===== src/rtl/alu_seq_pkg.sv =====
// Shared definitions for the ALU issue sequencer and decode: opcodes, FSM states, datapath width.
package alu_seq_pkg;

  localparam int unsigned WIDTH = 16;

  localparam logic [2:0] OP_AND = 3'b000;
  localparam logic [2:0] OP_OR  = 3'b001;
  localparam logic [2:0] OP_NOR = 3'b010;
  localparam logic [2:0] OP_ADD = 3'b011;
  localparam logic [2:0] OP_SUB = 3'b100;
  localparam logic [2:0] OP_SLT = 3'b101;
  localparam logic [2:0] OP_MUL = 3'b110;
  localparam logic [2:0] OP_RSV = 3'b111;

  typedef enum logic [1:0] {
    IDLE,
    EXEC,
    MUL,
    DONE
  } seq_state_t;

endpackage


===== src/rtl/alu_sequencer.sv =====
// Issue-side ALU controller: registers a request, drives the external ALU for one cycle
// (logic/arith ops) or for MUL_STEPS shift-add cycles (multiply), then holds the response
// until the consumer takes it.
module alu_sequencer
  import alu_seq_pkg::*;
#(
  parameter int unsigned WIDTH     = alu_seq_pkg::WIDTH,
  parameter int unsigned MUL_STEPS = 16
) (
  input  logic             clk,
  input  logic             rst_n,
  input  logic             req_valid,
  output logic             req_ready,
  input  logic [2:0]       req_op,
  input  logic [WIDTH-1:0] req_a,
  input  logic [WIDTH-1:0] req_b,
  output logic [WIDTH-1:0] alu_a,
  output logic [WIDTH-1:0] alu_b,
  output logic [2:0]       alu_op,
  input  logic [WIDTH-1:0] alu_r,
  input  logic             alu_zero,
  input  logic             alu_ovfl,
  output logic             rsp_valid,
  input  logic             rsp_ready,
  output logic [WIDTH-1:0] rsp_data,
  output logic             rsp_zero,
  output logic             rsp_ovfl,
  output logic             rsp_err
);

  localparam int unsigned StepW = (MUL_STEPS > 1) ? $clog2(MUL_STEPS) : 1;
  localparam logic [StepW-1:0] LastStep = StepW'(MUL_STEPS - 1);

  seq_state_t       state_q, state_d;
  logic [2:0]       op_q, op_d;
  logic [WIDTH-1:0] a_q, a_d;
  logic [WIDTH-1:0] b_q, b_d;
  logic [WIDTH-1:0] acc_q, acc_d;
  logic [WIDTH-1:0] mcand_q, mcand_d;
  logic [WIDTH-1:0] mplr_q, mplr_d;
  logic [StepW-1:0] step_q, step_d;
  logic             sticky_q, sticky_d;
  logic [WIDTH-1:0] data_q, data_d;
  logic             zero_q, zero_d;
  logic             ovfl_q, ovfl_d;
  logic             err_q, err_d;

  // State and datapath registers; reset aborts any in-flight operation.
  always_ff @(posedge clk or negedge rst_n) begin
    if (!rst_n) begin
      state_q  <= IDLE;
      op_q     <= '0;
      a_q      <= '0;
      b_q      <= '0;
      acc_q    <= '0;
      mcand_q  <= '0;
      mplr_q   <= '0;
      step_q   <= '0;
      sticky_q <= 1'b0;
      data_q   <= '0;
      zero_q   <= 1'b0;
      ovfl_q   <= 1'b0;
      err_q    <= 1'b0;
    end else begin
      state_q  <= state_d;
      op_q     <= op_d;
      a_q      <= a_d;
      b_q      <= b_d;
      acc_q    <= acc_d;
      mcand_q  <= mcand_d;
      mplr_q   <= mplr_d;
      step_q   <= step_d;
      sticky_q <= sticky_d;
      data_q   <= data_d;
      zero_q   <= zero_d;
      ovfl_q   <= ovfl_d;
      err_q    <= err_d;
    end
  end

  // ALU drive: operands only in EXEC/MUL, quiet zeros otherwise.
  always_comb begin
    alu_a  = '0;
    alu_b  = '0;
    alu_op = OP_AND;
    unique case (state_q)
      EXEC: begin
        alu_a  = a_q;
        alu_b  = b_q;
        alu_op = op_q;
      end
      MUL: begin
        // One shift-add step: acc + (multiplier LSB ? shifted multiplicand : 0).
        alu_a  = acc_q;
        alu_b  = mplr_q[0] ? mcand_q : '0;
        alu_op = OP_ADD;
      end
      default: ;
    endcase
  end

  // Next-state and datapath update.
  always_comb begin
    state_d  = state_q;
    op_d     = op_q;
    a_d      = a_q;
    b_d      = b_q;
    acc_d    = acc_q;
    mcand_d  = mcand_q;
    mplr_d   = mplr_q;
    step_d   = step_q;
    sticky_d = sticky_q;
    data_d   = data_q;
    zero_d   = zero_q;
    ovfl_d   = ovfl_q;
    err_d    = err_q;

    unique case (state_q)
      IDLE: begin
        if (req_valid) begin
          op_d = req_op;
          a_d  = req_a;
          b_d  = req_b;
          case (req_op)
            OP_MUL: begin
              acc_d    = '0;
              mcand_d  = req_a;
              mplr_d   = req_b;
              step_d   = '0;
              sticky_d = 1'b0;
              state_d  = MUL;
            end
            OP_RSV: begin
              data_d  = '0;
              zero_d  = 1'b1;
              ovfl_d  = 1'b0;
              err_d   = 1'b1;
              state_d = DONE;
            end
            default: state_d = EXEC;
          endcase
        end
      end
      EXEC: begin
        data_d  = alu_r;
        zero_d  = alu_zero;
        ovfl_d  = alu_ovfl;
        err_d   = 1'b0;
        state_d = DONE;
      end
      MUL: begin
        acc_d    = alu_r;
        mcand_d  = mcand_q << 1;
        mplr_d   = mplr_q >> 1;
        sticky_d = sticky_q | alu_ovfl;
        step_d   = step_q + StepW'(1);
        if (step_q == LastStep) begin
          // Low WIDTH bits of the product are the same for signed and unsigned operands.
          data_d  = alu_r;
          zero_d  = (alu_r == '0);
          ovfl_d  = sticky_q | alu_ovfl;
          err_d   = 1'b0;
          state_d = DONE;
        end
      end
      DONE: begin
        if (rsp_ready) begin
          state_d = IDLE;
        end
      end
      default: state_d = IDLE;
    endcase
  end

  assign req_ready = (state_q == IDLE);
  assign rsp_valid = (state_q == DONE);
  assign rsp_data  = data_q;
  assign rsp_zero  = zero_q;
  assign rsp_ovfl  = ovfl_q;
  assign rsp_err   = err_q;

endmodule

===== config.mk =====
export PLATFORM = sky130hd
export DESIGN_NAME = alu_sequencer
export DESIGN_NICKNAME = d
export VERILOG_FILES = /design/src/rtl/alu_seq_pkg.sv /design/src/rtl/alu_sequencer.sv
export SDC_FILE = /design/constraint.sdc
export NUM_CORES = 1
export LEC_CHECK = 0
export BUFFER_PORTS_ARGS = -buffer_cell sky130_fd_sc_hd__buf_2
export CAP_MARGIN = 20
export CORE_UTILIZATION = 45
export CTS_CLUSTER_SIZE = 14
export DETAILED_ROUTE_END_ITERATION = 6
export PLACE_DENSITY_LB_ADDON = 0.15
export SYNTH_ARGS = -nofsm -noshare
export SYNTH_HDL_FRONTEND = slang
export SYNTH_SLANG_ARGS = --single-unit

===== constraint.sdc =====
create_clock -name clk -period 5.1 [get_ports clk]
set_input_delay 0.51 -clock clk [delete_from_list [all_inputs] [get_ports clk]]
set_output_delay 0.51 -clock clk [all_outputs]
set_load 0.02 [all_outputs]

==> summary.md, run 1 <==
| Metric | Value |
|---|---|
| TritonCTS clock tree | done |
| Final critical delay including setup and external delays | 3.48 ns |
| Number of hold violations in the final report | 0 |
| Final worst slack | 1.62 ns |
| Vias | 3767 |
| Core region area | 0.0108 mm2 |
| Synthesized area per cell | 11.2 um2 |
| GR Overflow Total | 0 |
| Number of fill cells | 990 |
| I/O Buffers | 112 |
| Synth top area share | 0.543 |
| Pin count of the biggest net entering global routing | 66 |
| Worst setup SP type | flip-flop |
| Wire length on met2 | 5270 um |
| Setup TNS Final | 0 ns |
| Area leader, netlist | dfrtp_1 |
| Max frequency | 287 MHz |
| Number of library cell types mapped by synthesis | 35 |
| Non-Filler Instances | 690 |
| Clock latency of the later-clocked register in the worst-skew pair | 0.36 ns |
| Clock-pin slew reported for the worst setup and hold paths after clock tree synthesis | 0.11 ns |
| Wire length of the first global-routing pass | 19100 um |
| Top cells by area, synth | dfrtp_1, mux2_2, mux2i_1 |
| Area enclosed by the die boundary | 0.0116 mm2 |
| Max capacitance violation total | 0 |
| Placed Cells incl. Taps | 674 |
| Final setup viols | 0 |
| Final weighted congestion in routability-driven placement | 0.805 |
| Largest fanout of any net on the critical path | 20 |
| Maximum buffer depth of the clock tree | 2 |
| Per-cell via count in the routed design | 5.46 |
| Hpwl dp | 8210 um |
| Tightest Hold Check Type | in2async |
| Setup repair after global routing missed its margin | no |
| Most repeated cell in the gate-level netlist after synthesis | dfrtp_1 |
| Width of the die | 108 um |
| Cell area after technology mapping | 0.00502 mm2 |
| Sort of element at the end of the critical path | output port |
| Power Density | 652 mW/mm2 |
| Starting DRT DRC Count | 131 |
| Gate count after technology mapping | 450 |
| Static leakage | 2.84 nW |
| Antenna-violating nets left | 0 |
| Pre-CTS setup slack | 2.00 ns |
| Clock skew after layout | 0.00880 ns |
| Fraction of synthesis flops using an asynchronous set or reset pin | 1.00 |
| Total cell area at the placement stage | 0.00567 mm2 |
| Crit path DAT | 2.97 ns |
| Die outline height | 108 um |
| H-Tree Level Count | 3 |
| DRT Pass-1 Iters | 4 |
| # Post-CTS Setup Buffers | 0 |
| Number of ports placed on the die boundary | 113 |
| CTS root buffer | clkbuf_8 |
| Aggregate routed wire length | 11700 um |
| Quantity of hold-fixing buffers added after cts | 0 |
| Category of the critical setup timing path | reg2out |
| EDFF count, synth | 0 |
| Slack of the worst reg-to-reg path | 2.12 ns |
| DRT met1 WL | 5780 um |
| Syn Nets | 513 |
| Post-synthesis sequential element count | 109 |
| Antenna diodes | 0 |
| Share of final-layout standard cells stronger than drive strength 1 | 0.351 |
| Minimum hold slack | 0.214 ns |
| Outcome | finished, final reports clean |
| Remaining max-slew budget at the tightest pin | 0.377 |
| Final worst path period share | 0.683 |
| Top cell types by occurrence after synthesis | dfrtp_1, nand2_1, o21ai_0 |
| Number of standard-cell rows in the floorplan | 38 |
| Total count of max-transition violations in the final report | 0 |
| Starting utilization of the core area | 0.464 |
| Post-CTS Resized | 0 |
| Total met3 wirelength after detailed routing | 518 um |
| Initial antenna violation count | 0 |
| Sequential element share of the synthesized area | 0.543 |
| Required time of the worst setup path | 4.59 ns |
| Vias in the first global route | 3748 |
| Total DRC errors in the routed layout | 0 |
| Final Instance Area | 0.00588 mm2 |
| CTS Buf Count | 9 |
| Highest Signal Layer | met4 |
| Number of warnings issued by yosys | 0 |
| Count of nets after finishing | 608 |
| Num Clock Sinks | 109 |
| Post-synthesis to final-layout area growth | 16.9% |
| Largest vdd supply drop | 0.295 mV |
| Gr usage total | 0.214 |
| Routed wire per std cell | 16.9 um |
| Synth Flop Type | dfrtp_1 |
| Actual transition at the worst max-transition pin | 0.934 ns |
==> through the flow <==
stage / power [mW] / utilization
after CTS: 3.87 / 0.542
final: 3.83 / 0.542
after global routing: 4.12 / 0.542
after detailed placement: 3.32 / 0.523
after global placement: 3.27 / 0.523
after floorplan: 2.81 / -
==> state kept, by name, indices dropped and copies added (netlist names) <==
signal	count
sticky_q	1
op_q	3
rsp_zero	1
state_q	2
acc_q	16
b_q	16
rsp_data	16
mplr_q	16
rsp_err	1
step_q	4
a_q	16
rsp_ovfl	1
mcand_q	16
==> power breakdown <==
group          total, mW  switching, mW  internal (mW)  leakage, nW
Sequential          1.50          0.243           1.25         1.36
Combinational       1.79           1.05          0.741         1.39
Clock              0.541          0.307          0.234       0.0980
Total               3.83           1.60           2.23         2.84
==> kinds of logic (layout without fill, tap and decap cells) <==
logic type,after synthesis,in the layout,share of synthesized area
compound gates,112,112,0.159
fa+ha+maj,6,6,0.0149
buf+inv,38,138,0.0306
flops,109,109,0.543
mux,69,69,0.147
simple gates,116,116,0.106
==> cells in the final DEF (no fill, tap or decap), types with 11 or more instances in the layout <==
cell type and instances:
buf_2 111, dfrtp_1 109, nand2_1 75, o21ai_0 52
mux2_2 39, a22o_1 32, mux2i_1 30, nand4_1 16
a21bo_2 16, nand3_1 11
==> final timing paths <==
kind	cells past startpoint	to	startpoint
worst max-delay path	6	alu_a[5]	state_q[0]
min in group clk	2	b_q[10]	req_b[10]
max in group asynchronous	2	mcand_q[4]	rst_n
worst max register to register	6	mcand_q[1]	state_q[0]
worst min register to register	2	mplr_q[3]	mplr_q[3]
worst min-delay path	1	b_q[9]	rst_n
==> worst max-delay path: stages (launching register included) <==
cell	delay, ns
dfrtp_1	0.43
inv_1	0.09
ha_1	0.70
and2_1	0.65
buf_4	0.37
a22o_1	0.20
buf_2	0.17
==> layer usage <==
metal,vias up,global-route usage
met5,-,0
met4,0,0.0675
met3,7,0.0339
met2,92,0.325
met1,1868,0.312
li1,1800,-
==> area by class of cell <==
class                      count  area (um2)  area share
clock buffer                   9         124      0.0211
clock inverter                 7        82.6      0.0141
timing repair buffer         117         601       0.102
tap                          140         175      0.0298
multi-input combinational    303        2150       0.365
inverter                       5        18.8     0.00319
sequential                   109        2730       0.464
(Power assumes the default switching activity.)
==> inputs of run 2 (changes only) <==
==> constraint.sdc (replaced) <==
create_clock -name clk -period 3 [get_ports clk]
set_input_delay 0.3 -clock clk [delete_from_list [all_inputs] [get_ports clk]]
set_output_delay 0.3 -clock clk [all_outputs]
set_load 0.02 [all_outputs]
==> summary.md, run 2 (same netlist as run 1, synthesis figures left out) <==
| Metric | Value |
|---|---|
| Outcome | finished, final reports clean |
| Maximum buffer depth of the clock tree | 2 |
| Antenna-violating nets left | 0 |
| Worst setup SP type | flip-flop |
| Share of final-layout standard cells stronger than drive strength 1 | 0.360 |
| Largest vdd supply drop | 0.586 mV |
| Logic gate share of total power | 0.464 |
| Power Density | 1130 mW/mm2 |
| Category of the critical setup timing path | reg2out |
| Width of the die | 108 um |
| Vias in the first global route | 3753 |
| Count of nets after finishing | 614 |
| Non-Filler Instances | 696 |
| Total count of max-transition violations in the final report | 0 |
| H-Tree Level Count | 3 |
| Core region area | 0.0108 mm2 |
| Pin count of the biggest net entering global routing | 63 |
| Final weighted congestion in routability-driven placement | 0.820 |
| Wire length of the first global-routing pass | 19900 um |
| Quantity of hold-fixing buffers added after cts | 0 |
| Number of hold violations in the final report | 0 |
| Starting utilization of the core area | 0.464 |
| Most common cell after layout, fill and taps aside | buf_2 |
| CTS root buffer | clkbuf_8 |
| I/O Buffers | 112 |
| Setup TNS Final | 0 ns |
| Area enclosed by the die boundary | 0.0116 mm2 |
| Sequential cell fraction of total power | 0.377 |
| Starting DRT DRC Count | 182 |
| Antenna diodes | 0 |
| CTS Buf Count | 9 |
| Sequential Area | 0.00273 mm2 |
| Aggregate routed wire length | 12000 um |
| DRT Pass-1 Iters | 4 |
| Vias | 3789 |
| Die outline height | 108 um |
| Max capacitance violation total | 0 |
| Total DRC errors in the routed layout | 0 |
| TritonCTS clock tree | done |
| Clk pwr share | 0.159 |
| Final setup viols | 0 |
| Required time of the worst setup path | 2.70 ns |
| Per-cell via count in the routed design | 5.44 |
| Net switching power | 2.72 mW |
| Placed Cells incl. Taps | 680 |
| Clock latency of the later-clocked register in the worst-skew pair | 0.37 ns |
| Num Clock Sinks | 109 |
| Number of standard-cell rows in the floorplan | 38 |
| Final critical delay including setup and external delays | 2.85 ns |
| Final worst path period share | 0.950 |
| Clock skew after layout | 0.00641 ns |
| Largest fanout of any net on the critical path | 19 |
| Remaining max-slew budget at the tightest pin | 0.465 |
| Post-synthesis to final-layout area growth | 18.7% |
| Switch share | 0.405 |
| Combined area of the multi-input logic cells | 0.00215 mm2 |
| Actual transition at the worst max-transition pin | 0.803 ns |
| Static leakage | 2.89 nW |
| GR Overflow Total | 0 |
| Max frequency | 351 MHz |
| Setup repair after global routing missed its margin | no |
| Hpwl dp | 8380 um |
| Initial antenna violation count | 0 |
| Number of fill cells | 1006 |
| Clock-pin slew reported for the worst setup and hold paths after clock tree synthesis | 0.10 ns |
| Gr usage total | 0.224 |
| Tightest Hold Check Type | in2async |
| Internal power | 4.00 mW |
| Crit path DAT | 2.55 ns |
| Sort of element at the end of the critical path | output port |
| Number of ports placed on the die boundary | 113 |
| Most frequent cells in the layout | buf_2, dfrtp_1, nand2_1 |
| Routed wire per std cell | 17.3 um |
==> run 2: final cells by class <==
| class | instances | area share |
|---|---|---|
| Clock buffer | 10 | 0.0231 |
| Clock inverter | 6 | 0.0185 |
| Inverter | 5 | 0.00315 |
| Multi-Input combinational cell | 303 | 0.360 |
| Sequential cell | 109 | 0.457 |
| Tap cell | 140 | 0.0294 |
| Timing Repair Buffer | 123 | 0.108 |
==> run 2: power by group through the flow <==
stage                     Sequential (mW)  Combinational [mW]  Clock, mW
after floorplan                      2.55                2.22          0
after global placement               2.53                3.07          0
after detailed placement             2.56                3.13          0
after CTS                            2.53                3.14       1.09
after global routing                 2.62                3.44       1.15
final                                2.53                3.12       1.07
==> run 2: final timing paths <==
check | startpoint | endpoint | slack (ns) | depth (start not counted)
max in group asynchronous | rst_n | mcand_q[10] | 2.09 | 2
min in group clk | req_a[0] | mcand_q[0] | 0.17 | 3
worst min-delay path | rst_n | b_q[10] | 0.004 | 1
worst max register to register | state_q[0] | rsp_zero | 0.36 | 5
worst min register to register | mplr_q[10] | mplr_q[10] | 0.49 | 2
worst max-delay path | state_q[0] | alu_b[15] | 0.15 | 6
==> run 2: stage by stage <==
stage          hold slack [ns]  power [mW]  cell area, um2  utilization  worst slack [ns]
6_report               0.00449        6.72            5960        0.550             0.149
5_1_grt                 0.0480        7.22            5960        0.550            0.0362
4_1_cts                 0.0324        6.77            5960        0.550             0.140
3_5_place_dp             0.439        5.69            5710        0.527             0.399
3_3_place_gp             0.440        5.60            5710        0.527             0.519
2_1_floorplan          0.00441        4.78            5020            -             0.878
==> run 2: per-layer routing <==
metal | vias to the layer above | wire length, um | GRT usage
met1 | 1870 | 5840 | 0.323
met5 | - | 0 | 0
li1 | 1813 | - | -
met4 | 0 | 158 | 0.0744
met3 | 11 | 723 | 0.0454
met2 | 95 | 5310 | 0.337
==> run 2: critical path: stages, from the launching register on <==
cell	delay (ns)
dfrtp_1	0.45
inv_1	0.10
ha_1	0.31
buf_4	0.23
and3_1	0.66
a22o_1	0.25
buf_2	0.17
==> run 2: what timing repair did <==
| action | CTS | global route |
|---|---|---|
| endpoints found under the setup margin | 0 | 1 |
| buffers inserted | 0 | 0 |
| resized for setup | 0 | 1 |
